===== src/rtl/mos6502s_indirect_ptr_fetch_if.sv =====
// mos6502s_indirect_ptr_fetch_if: request, completion and memory read bus of the indirect pointer fetcher
interface mos6502s_indirect_ptr_fetch_if;
  logic        start;
  logic [3:0]  mode;
  logic [15:0] ptr_addr_lo;
  logic [15:0] ptr_addr_hi;
  logic [7:0]  y_reg;
  logic [15:0] mem_addr;
  logic        mem_rd;
  logic [7:0]  mem_rdata;
  logic        busy;
  logic        done;
  logic [15:0] eff_addr;
  logic        page_cross;
  modport master (
    output start, mode, ptr_addr_lo, ptr_addr_hi, y_reg, mem_rdata,
    input  mem_addr, mem_rd, busy, done, eff_addr, page_cross
  );
  modport slave (
    input  start, mode, ptr_addr_lo, ptr_addr_hi, y_reg, mem_rdata,
    output mem_addr, mem_rd, busy, done, eff_addr, page_cross
  );
endinterface


===== src/rtl/mos6502s_indirect_ptr_fetch.sv =====
// mos6502s_indirect_ptr_fetch: reads the two pointer bytes for (ind), (zp,X), (zp),Y and forms the effective address
// Define MOS6502S_PAGE_CROSS_PENALTY_EN to add the NMOS dummy read on a (zp),Y page cross.
module mos6502s_indirect_ptr_fetch (
  input logic clk,
  input logic rst,
  mos6502s_indirect_ptr_fetch_if.slave bus
);
  typedef enum logic [2:0] {IDLE, RD_LO, RD_HI, FIN, FIX, DONE} state_t;
  state_t      state;
  logic [3:0]  mode_q;
  logic [15:0] lo_ptr;
  logic [15:0] hi_ptr;
  logic [7:0]  y_q;
  logic [7:0]  lo_byte;
  logic [7:0]  hi_byte;
  logic [8:0]  lo_sum;
  logic [15:0] y_sum;
  assign lo_sum = {1'b0, lo_byte} + {1'b0, y_q};
  assign y_sum  = {bus.mem_rdata, lo_byte} + {8'h00, y_q};
  always_ff @(posedge clk or posedge rst) begin
    if (rst) begin
      state          <= IDLE;
      mode_q         <= '0;
      lo_ptr         <= '0;
      hi_ptr         <= '0;
      y_q            <= '0;
      lo_byte        <= '0;
      hi_byte        <= '0;
      bus.eff_addr   <= '0;
      bus.page_cross <= 1'b0;
    end else begin
      case (state)
        IDLE: if (bus.start) begin
          mode_q <= bus.mode;
          lo_ptr <= bus.ptr_addr_lo;
          hi_ptr <= bus.ptr_addr_hi;
          y_q    <= bus.y_reg;
          if (bus.mode inside {4'd9, 4'd10, 4'd11}) state <= RD_LO;
          else begin
            state          <= DONE;
            bus.eff_addr   <= '0;
            bus.page_cross <= 1'b0;
          end
        end
        RD_LO: state <= RD_HI;
        RD_HI: begin
          lo_byte <= bus.mem_rdata;
          state   <= FIN;
        end
        FIN: begin
          hi_byte        <= bus.mem_rdata;
          bus.eff_addr   <= (mode_q == 4'd11) ? y_sum : {bus.mem_rdata, lo_byte};
          bus.page_cross <= (mode_q == 4'd11) && lo_sum[8];
`ifdef MOS6502S_PAGE_CROSS_PENALTY_EN
          state <= (mode_q == 4'd11 && lo_sum[8]) ? FIX : DONE;
`else
          state <= DONE;
`endif
        end
        FIX:  state <= DONE;
        DONE: state <= IDLE;
        default: state <= IDLE;
      endcase
    end
  end
  // The FIX dummy read uses the un-carried high byte, as the NMOS part does.
  always_comb begin
    bus.busy     = state != IDLE;
    bus.done     = state == DONE;
    bus.mem_rd   = state inside {RD_LO, RD_HI, FIX};
    bus.mem_addr = state == RD_LO ? lo_ptr :
                   state == RD_HI ? hi_ptr :
                   state == FIX   ? {hi_byte, lo_sum[7:0]} : 16'h0000;
  end
endmodule


===== src/flat_wrapper.sv =====
// flat-port wrapper written by rule: the top's interface ports become plain ports
module mos6502s_indirect_ptr_fetch_flat 
  (clk, rst, bus_start, bus_mode, bus_ptr_addr_lo, bus_ptr_addr_hi, bus_y_reg, bus_mem_rdata, bus_mem_addr, bus_mem_rd, bus_busy, bus_done, bus_eff_addr, bus_page_cross);
  mos6502s_indirect_ptr_fetch_if bus_i ();
  input logic clk;
  input logic rst;
  input wire logic [$bits(bus_i.start)-1:0] bus_start;
  input wire logic [$bits(bus_i.mode)-1:0] bus_mode;
  input wire logic [$bits(bus_i.ptr_addr_lo)-1:0] bus_ptr_addr_lo;
  input wire logic [$bits(bus_i.ptr_addr_hi)-1:0] bus_ptr_addr_hi;
  input wire logic [$bits(bus_i.y_reg)-1:0] bus_y_reg;
  input wire logic [$bits(bus_i.mem_rdata)-1:0] bus_mem_rdata;
  output wire logic [$bits(bus_i.mem_addr)-1:0] bus_mem_addr;
  output wire logic [$bits(bus_i.mem_rd)-1:0] bus_mem_rd;
  output wire logic [$bits(bus_i.busy)-1:0] bus_busy;
  output wire logic [$bits(bus_i.done)-1:0] bus_done;
  output wire logic [$bits(bus_i.eff_addr)-1:0] bus_eff_addr;
  output wire logic [$bits(bus_i.page_cross)-1:0] bus_page_cross;
  assign bus_i.start = bus_start;
  assign bus_i.mode = bus_mode;
  assign bus_i.ptr_addr_lo = bus_ptr_addr_lo;
  assign bus_i.ptr_addr_hi = bus_ptr_addr_hi;
  assign bus_i.y_reg = bus_y_reg;
  assign bus_i.mem_rdata = bus_mem_rdata;
  assign bus_mem_addr = bus_i.mem_addr;
  assign bus_mem_rd = bus_i.mem_rd;
  assign bus_busy = bus_i.busy;
  assign bus_done = bus_i.done;
  assign bus_eff_addr = bus_i.eff_addr;
  assign bus_page_cross = bus_i.page_cross;
  mos6502s_indirect_ptr_fetch u_core (.clk(clk), .rst(rst), .bus(bus_i));
endmodule

===== config.mk =====
export PLATFORM = sky130hd
export DESIGN_NAME = mos6502s_indirect_ptr_fetch_flat
export DESIGN_NICKNAME = d
export VERILOG_FILES = /design/src/rtl/mos6502s_indirect_ptr_fetch_if.sv /design/src/rtl/mos6502s_indirect_ptr_fetch.sv /design/src/flat_wrapper.sv
export SDC_FILE = /design/constraint.sdc
export NUM_CORES = 1
export LEC_CHECK = 0
export BUFFER_PORTS_ARGS = -buffer_cell sky130_fd_sc_hd__buf_2
export CAP_MARGIN = 10
export CORE_ASPECT_RATIO = 0.8
export CORE_MARGIN = 2
export CORE_UTILIZATION = 40
export CTS_CLUSTER_SIZE = 12
export DETAILED_ROUTE_END_ITERATION = 10
export PLACE_DENSITY = 0.59
export SLEW_MARGIN = 20
export SYNTH_ARGS = -nofsm -noshare
export SYNTH_HDL_FRONTEND = slang
export SYNTH_SLANG_ARGS = --single-unit

===== constraint.sdc =====
create_clock -name clk -period 4.7 [get_ports clk]
set_input_delay 0.47 -clock clk [delete_from_list [all_inputs] [get_ports clk]]
set_output_delay 0.47 -clock clk [all_outputs]
set_load 0.05 [all_outputs]

== Word-level counts from Yosys, hierarchy flattened ==
Index checks and enable logic that the tools add are counted.
Word-level totals
  register bits: 80
  bits in latches: 0
  memory bits (writable): 0
  memory bits (read-only): 0
  input bits: 55
  output and inout port bits: 36
  word-level logic and storage cells: 44
  memories: 0
Operators by class
  add/subtract/negate cells: 2
  $mul: 0
  divide/modulo/power cells: 0
  order comparisons: 0
  equality and inequality tests: 11
  shift operators: 0
  multiplexer cells: 13
  bitwise logic cells: 0
  reduce and logical (&&, ||, !) cells: 9
Operators by type and width (number)
  $mux W16: 6
  $pmux W16 S2: 1
  $add A16 B8 Y16: 1
  $eq A4 B4 Y1 const B: 4
  $pmux W3 S4: 1
  $add A8 B8 Y9: 1
  $reduce_bool A3 Y1: 3
  $eq A3 B2 Y1 const B: 2
  $eq A3 B3 Y1 const B: 2
  $mux W3: 2
  $ne A2 B2 Y1 const B: 2
  $eq A3 B1 Y1 const B: 1
  $logic_not A3 Y1: 1
  $reduce_and A3 Y1: 1
  $mux W1: 2
  $pmux W1 S2: 1
  $reduce_and A2 Y1: 1
  $reduce_bool A2 Y1: 1
  $reduce_or A2 Y1: 1
  $logic_and A1 B1 Y1: 1

== Depth between registers and ports, before layout ==
Gate-level depths: netlist (run 1).
  depth in word-level cells: 5
  gate-level depth with buffers: 9
  depth with buffers taken out: 9

== Least setup slack after synthesis (run 1) ==
No wires, ideal clock.
  kind: flip-flop to output port
  from: reg u_core.lo_byte[0]
  to: out bus_mem_addr[6]
  arrival: 2.492 ns
  data required time: 4.230 ns
  slack: 1.738 ns
  stages on the path, launching flop included: 9
  buffers on the path: 0
  path through: dfrtp_1 -> ha_1 -> inv_1 -> fa_1 -> nor2b_1 -> o2111ai_1 -> nand2_1 -> xnor2_1 -> o21ai_0
On the way
  word-level cells in the longest chain between the ends: 4
Ends and longest elaborated chain
  start: declaration: line mos6502s_indirect_ptr_fetch.sv:14  | logic [7:0] lo_byte;
  start signal: assignment: line mos6502s_indirect_ptr_fetch.sv:47  | lo_byte <= bus.mem_rdata;
  $add A8 B8 Y9: line mos6502s_indirect_ptr_fetch.sv:18  | assign lo_sum = {1'b0, lo_byte} + {1'b0, y_q};
  $mux W16: line mos6502s_indirect_ptr_fetch.sv:73  | state == FIX ? {hi_byte, lo_sum[7:0]} : 16'h0000;
  $mux W16: line mos6502s_indirect_ptr_fetch.sv:72  | state == RD_HI ? hi_ptr :
  $mux W16: line mos6502s_indirect_ptr_fetch.sv:71  | bus.mem_addr = state == RD_LO ? lo_ptr :
  end: declaration: line flat_wrapper.sv:13  | output wire logic [$bits(bus_i.mem_addr)-1:0] bus_mem_addr;
Every way passes these cells.

== Final worst setup path (run 1) ==
  from: reg u_core.state[2]
  to: out bus_mem_addr[10]
On the way
  word-level cells in the longest chain between the ends: 4
  elaborated cells between the ends (all ways): 6
  classes of those cells: eq/ne (3); mux (3)
Ends and longest elaborated chain
  start: declaration: line mos6502s_indirect_ptr_fetch.sv:9  | state_t state;
  start signal: assignment: line mos6502s_indirect_ptr_fetch.sv:22  | state <= IDLE;
  start signal: assignment: line mos6502s_indirect_ptr_fetch.sv:38  | if (bus.mode inside {4'd9, 4'd10, 4'd11}) state <= RD_LO;
  start signal: assignment: line mos6502s_indirect_ptr_fetch.sv:40  | state <= DONE;
  $eq A3 B3 Y1: line mos6502s_indirect_ptr_fetch.sv:73
  $mux W16: line mos6502s_indirect_ptr_fetch.sv:73
  $mux W16: line mos6502s_indirect_ptr_fetch.sv:72
  $mux W16 (*): line mos6502s_indirect_ptr_fetch.sv:71
Mark *: on every way between the ends. The rest lies on a longest branch, timed or not.

==> results.txt, run 1 <==
Global-route wire length before repair -> 15.8 mm
Gate Count Post-Synth -> 350
Setup_tns -> 0 ns
Crit-path cells -> inv_1 -> nor2_1 -> a22oi_1 -> o21ai_0 -> buf_2
#FFs+latches synth -> 80
Yosys cell types -> 47
Post-CTS resize count -> 0
Arrival time worst endpoint -> 2.50 ns
Initial Util -> 41.2%
HP Class -> in -> async
Sequential area share after synthesis -> 50.1%
Commonest cells after routing, fill and taps aside -> buf_2 (90), dfrtp_1 (80), nand2_1 (36), mux2_2 (31), o21ai_0 (28)
LEAKAGE -> 2.16 nW
Tot GR Track Use -> 19.3%
Vias -> 2971
Num Clock Sinks -> 80
Gpl congestion -> 0.818
Worst Slack Setup Final -> 1.73 ns
Layout Area Growth over Synthesis -> 20.8%
Final Critical Period -> 2.97 ns
Clk_lat worst skew -> 0.34 ns
Power density cells -> 862 nW/um^2
Fin area -> 4820 um^2
Leading cell type in the layout, fill and taps excluded -> buf_2
Gr ovfl total -> 0
Buffers on Ports -> 90
Num CTS Buffers -> 9
Placement Setup Slack -> 2.08 ns
Post-route ant nets -> 0
Post CTS Setup Buffer Count -> 0
Critical path launch point type -> flip-flop
IO Count -> 91
Post-Syn Area -> 3990 um^2
H-tree Lvls -> 3
Slew Limit Fails -> 0
Setup Crit Path Kind -> reg -> out
Number of vias per cell -> 5.16
Final nets -> 499
Antenna diodes -> 0
Die width -> 116 um
Max frequency -> 336 MHz
Final cycle utilization of the critical path -> 63.3%
Vias in the first global route -> 3009
CTS tree -> built
Required time of the critical path -> 4.23 ns
Final setup viols -> 0
Initial drt markers -> 143
Status -> finished clean
Largest net degree at the start of global routing -> 46
Layout cells sized above 1 -> 34.8%
Synth Flop Type -> dfrtp_1
Die area -> 10800 um^2
Core Rows -> 32
RSZ-0062 raised after global routing -> no
Die Y -> 93.4 um
Crit path buffers/inverters -> 2
Worst-path clk slew -> 0.06 ns
Initial antenna violation count -> 0
Worst Path Max Fanout -> 13
Cts-stage hold buffer count -> 0
Rel. slew slack -> 29.7%
Max IR drop VDD -> 0.530 mV
Clk root buf -> clkbuf_16
Cell Area, Placed -> 4500 um^2
Max-Cap Viols -> 0
Least-Margin Pin Slew -> 1.05 ns
Peak per-stage delay on the critical path -> 0.66 ns
TritonRoute pass-1 iters -> 4
Slowest CP cell -> dfrtp_1
Routed WL per cell -> 16.5 um
Final Routed Wirelength -> 9.51 mm
Final hold viol count -> 0
Core area -> 9690 um^2
Kind of cell adding the most delay to the critical path -> flip-flops
Dpl hpwl -> 7.09 mm
Clock Skews -> 0.00547 ns
Post-synth EDFFs -> 0
Yosys warns -> 0
Post-synth ARST share -> 100%
Clk buf depth -> 2
CP Capture Type -> output port
Net count after synthesis -> 414
Avg Cell Area, Syn -> 11.4 um^2
DRC -> 0
## cell type report
cell class	count	area, um^2
inverter	10	38.8
sequential	80	2000
clock inverter	6	82.6
fill	939	4860
tap	136	170
timing repair buffer	91	458
multi-input combinational	243	1830
clock buffer	10	239
## where the power goes
group / switching (mW) / internal [mW] / leakage, nW / total (mW)
combinational: 1.44 / 0.711 / 1.03 / 2.15
sequential: 0.240 / 1.02 / 0.974 / 1.26
clock: 0.275 / 0.476 / 0.158 / 0.751
total: 1.95 / 2.21 / 2.16 / 4.16
## worst paths after layout
check                           slack, ns                              start                             endpoint  depth (start not counted)
worst max-delay path                 1.73        u_core.state[2]$_DFFE_PP0P_                     bus_mem_addr[10]                          5
worst max register to register       2.30        u_core.state[0]$_DFFE_PP0P_        u_core.lo_ptr[14]$_DFFE_PP0P_                          3
min in group clk                     0.35                 bus_ptr_addr_lo[2]         u_core.lo_ptr[2]$_DFFE_PP0P_                          2
worst min register to register       0.47  u_core.bus.page_cross$_DFFE_PP0P_    u_core.bus.page_cross$_DFFE_PP0P_                          2
max in group asynchronous            3.52                                rst         u_core.lo_ptr[7]$_DFFE_PP0P_                          3
worst min-delay path                 0.23                                rst  u_core.bus.eff_addr[10]$_DFFE_PP0P_                          2
## cell usage after synthesis (2+ instances only)
master    count  area (um^2)
a21oi_1      12         60.1
o21ai_1      14         70.1
a22oi_1      16          120
o21ai_0      28          140
mux2_1       27          304
o211ai_1      5         37.5
a21oi_2       2         17.5
nand2_1      36          135
buf_6         5         56.3
ha_1          8          100
dfrtp_1      80         2000
nor2_2        3         18.8
mux2_2       31          349
nand4_1       4         25.0
xor2_1        7         61.3
xnor2_1       7         61.3
nor2_1       11         41.3
nor2b_1       3         18.8
buf_4         4         30.0
clkbuf_1      3         11.3
buf_2         4         20.0
nand3_1       6         30.0
inv_1         9         33.8
and3_1        2         12.5
## registers in the layout, summed over array words and instances (netlist names)
| register | cells |
|---|---|
| u_core.y_q | 8 |
| u_core.bus.eff_addr | 16 |
| u_core.state | 3 |
| u_core.mode_q | 4 |
| u_core.lo_ptr | 16 |
| u_core.bus.page_cross | 1 |
| u_core.hi_ptr | 16 |
| u_core.hi_byte | 8 |
| u_core.lo_byte | 8 |
## cells by family after synthesis
| family | share of synthesized area, % |
|---|---|
| xor+xnor | 3.07 |
| flops | 50.1 |
| simple gates | 9.65 |
| buf+inv | 3.98 |
| compound gates | 13.6 |
| mux | 16.6 |
| fa+ha+maj | 3.01 |
## stage by stage
stage / utilization, % / total power, mW / std cells / hold slack (ns)
after CTS: 49.8 / 4.19 / 576 / 0.252
after global routing: 49.8 / 4.46 / 576 / 0.281
after global placement: 46.5 / 3.40 / 560 / 0.459
final: 49.8 / 4.16 / 576 / 0.225
after detailed placement: 46.5 / 3.42 / 560 / 0.469
after floorplan: - / 2.94 / 350 / 0.449
## routing by layer
| metal | vias up | GRT usage, % | part of all wire [%] | wire (um) |
|---|---|---|---|---|
| met5 | - | 0 | 0 | 0 |
| met4 | 0 | 5.06 | 1.2 | 110 |
| met3 | 11 | 5.25 | 6.2 | 588 |
| met2 | 104 | 27.4 | 41 | 3920 |
| met1 | 1433 | 29.0 | 51 | 4890 |
| li1 | 1423 | - | - | - |
Power figures use the tool's default switching activity.
==> run 2, diff against run 1 <==
--- a/config.mk
+++ b/config.mk
@@ -12,7 +12,7 @@
 export CORE_UTILIZATION = 40
 export CTS_CLUSTER_SIZE = 12
 export DETAILED_ROUTE_END_ITERATION = 10
-export PLACE_DENSITY = 0.59
+export PLACE_DENSITY = 0.61
 export SLEW_MARGIN = 20
 export SYNTH_ARGS = -nofsm -noshare
 export SYNTH_HDL_FRONTEND = slang
==> constraint.sdc (replaced) <==
create_clock -name clk -period 2.5 [get_ports clk]
set_input_delay 0.25 -clock clk [delete_from_list [all_inputs] [get_ports clk]]
set_output_delay 0.25 -clock clk [all_outputs]
set_load 0.05 [all_outputs]
==> run 2 against run 1 <==
Effect of this change:
- the flow now finishes with violations (negative hold slack)
- final area increased by 5.0%
- cell count up 2.4%
- clock power up 68%
- register-to-register slack worse by 2.0 ns
- first-iteration DRC count grew 62%
- highest routed layer unchanged
- sequential power increased by 88%
==> results.txt, run 2 (same netlist as run 1, synthesis figures left out) <==
Status -> finished, violations left
Failing checks -> negative hold slack
Final nets -> 513 (+2.8%)
LEAKAGE -> 2.25 nW (+3.8%)
TritonRoute pass-1 iters -> 4 (unchanged)
Required time of the critical path -> 2.25 ns (-1.98 ns)
Dpl hpwl -> 7.26 mm (+2.5%)
Rel. slew slack -> 54.7% (+25 points)
Arrival time worst endpoint -> 2.23 ns (-0.27 ns)
Num Clock Sinks -> 80 (unchanged)
Reg2reg start -> u_core.lo_byte[0]$_DFFE_PP0P_
Largest net degree at the start of global routing -> 44 (-4.3%)
Worst Slack Setup Final -> 0.0154 ns (-1.71 ns)
Die Y -> 93.4 um (unchanged)
Commonest cells after routing, fill and taps aside -> buf_2 (84), dfrtp_1 (79), nand2_1 (36), mux2_2 (31), mux2_1 (27)
Number of vias per cell -> 5.25 (+1.9%)
Initial Util -> 41.2% (unchanged)
Buffers on Ports -> 90 (unchanged)
Setup Crit Path Kind -> reg -> out
DP Cell Count -> 568 (+1.4%)
Final Critical Period -> 2.48 ns
Critical R2R Capture -> u_core.bus.eff_addr[10]$_DFFE_PP0P_
Global-route wire length before repair -> 16.0 mm (+1.4%)
Crit-path cells -> ha_4 -> inv_2 -> fa_2 -> nor2b_2 -> o2111ai_2 -> nand2_1 -> xnor2_2 -> o21ai_2 -> buf_6
Clk buf depth -> 2 (unchanged)
Final Routed Wirelength -> 10.1 mm (+6.3%)
Final Util -> 52.3% (+2.5 points)
Gr ovfl total -> 0 (unchanged)
CP Capture Type -> output port
Routed WL per cell -> 17.1 um (+3.7%)
Die area -> 10800 um^2 (unchanged)
Vias in the first global route -> 3114 (+3.5%)
Initial antenna violation count -> 0 (unchanged)
Initial drt markers -> 231 (+62%)
Max IR drop VDD -> 1.27 mV (+140%)
Clock Skews -> 0.00740 ns (+0.00193 ns)
Critical path launch point type -> flip-flop
Worst-path clk slew -> 0.06 ns (about the same)
Fin Hold WS -> -0.0102 ns (-0.235 ns)
Final setup viols -> 0 (unchanged)
Num CTS Buffers -> 9 (unchanged)
Max frequency -> 402 MHz
Core area -> 9690 um^2 (unchanged)
Layout cells sized above 1 -> 40.5% (+5.8 points)
Antenna diodes -> 0 (unchanged)
H-tree Lvls -> 3 (unchanged)
Top Registers -> u_core.bus.eff_addr: 16 flops, u_core.hi_ptr: 16 flops, u_core.lo_ptr: 16 flops
Final hold viol count -> 13 (+13)
Vias -> 3100 (+4.3%)
Least-Margin Pin Slew -> 0.679 ns (-0.375 ns)
Die width -> 116 um (unchanged)
Clk root buf -> clkbuf_16
Worst Path Max Fanout -> 3 (-10)
Placement Setup Slack -> 0.113 ns (-1.96 ns)
DRC -> 0 (unchanged)
CTS tree -> built
Slew Limit Fails -> 0 (unchanged)
Cts-stage hold buffer count -> 0 (unchanged)
Clk_lat worst skew -> 0.34 ns (about the same)
HP Class -> in -> async
Tot GR Track Use -> 19.6% (+0.29 points)
RSZ-0062 raised after global routing -> yes
Leading cell type in the layout, fill and taps excluded -> buf_2
Power density cells -> 1650 nW/um^2 (+91%)
Peak per-stage delay on the critical path -> 0.41 ns (-0.25 ns)
Slowest CP cell -> dfrtp_1
Worst R2R Setup Slack -> 0.28 ns (-2.02 ns)
Final cycle utilization of the critical path -> 99.4%
Max-Cap Viols -> 0 (unchanged)
Worst r2r path cells -> 10 (+7)
Fin cells -> 590 (+2.4%)
FF+latch area -> 2000 um^2 (about the same)
Core Rows -> 32 (unchanged)
Post-route ant nets -> 0 (unchanged)
IO Count -> 91 (unchanged)
CP startpoint -> u_core.lo_byte[0]$_DFFE_PP0P_
Area of the multi-input gates -> 1970 um^2 (+7.4%)
Gpl congestion -> 0.792 (-3.1%)
Layout Area Growth over Synthesis -> 26.8%
Fillers -> 888 (-5.4%)
==> run 2: cell count changes in the layout (fill, tap and decap cells not counted), sizes merged <==
cell / previous run / this run
clkinvlp: 1 / 0
bufinv: 2 / 0
buf: 91 / 104
clkbuf: 10 / 14
==> run 2: layout make-up <==
type	instances	area share, %
Sequential cell	80	39.5
Multi-Input combinational cell	243	38.9
Clock buffer	13	5.33
Timing Repair Buffer	105	11.8
Inverter	10	0.766
Clock inverter	3	0.296
Tap cell	136	3.36
==> run 2: worst max path at each step <==
| stage | end | slack (ns) |
|---|---|---|
| after global routing | bus_mem_addr[7] | -0.11 |
| final | bus_mem_addr[6] | 0.02 |
| after global placement | bus_mem_addr[7] | 0.17 |
| after CTS | bus_mem_addr[7] | -0.01 |
| after floorplan | bus_mem_addr[5] | 0.03 |
| after detailed placement | bus_mem_addr[7] | 0.11 |
==> run 2: power by group <==
part	total, mW	internal (mW)	switching [mW]
clock	1.26	0.749	0.507
combinational	4.74	1.78	2.95
sequential	2.37	1.92	0.453
total	8.36	4.45	3.91
==> run 2: per-layer routing <==
layer  track usage (%)  vias to the layer above  routed length [um]
met5                 0                        -                   0
met4              7.34                        0                 195
met3              4.47                       18                 637
met2              27.6                      111                4150
met1              29.2                     1516                5130
li1                  -                     1455                   -
==> run 2: through the flow <==
stage	area (um^2)	power [mW]	setup TNS, ns
2_1_floorplan	3990	5.53	0
3_3_place_gp	4580	6.45	0
3_5_place_dp	4580	6.52	0
4_1_cts	4960	8.05	-0.0109
5_1_grt	5070	8.88	-0.327
6_report	5070	8.36	0
==> run 2: critical path: cells and delay by family (launching register included) <==
family          cells  cell delay [ns]
compound gates      2             0.32
buf+inv             2             0.22
flops               1             0.41
fa+ha+maj           2             0.53
xor+xnor            1             0.11
simple gates        2             0.31
==> run 2: repair_timing <==
action                     in CTS  in global routing
pin swaps                       4                 13
buffers inserted                3                  3
setup endpoints to repair       4                 12
resized for setup              15                 19
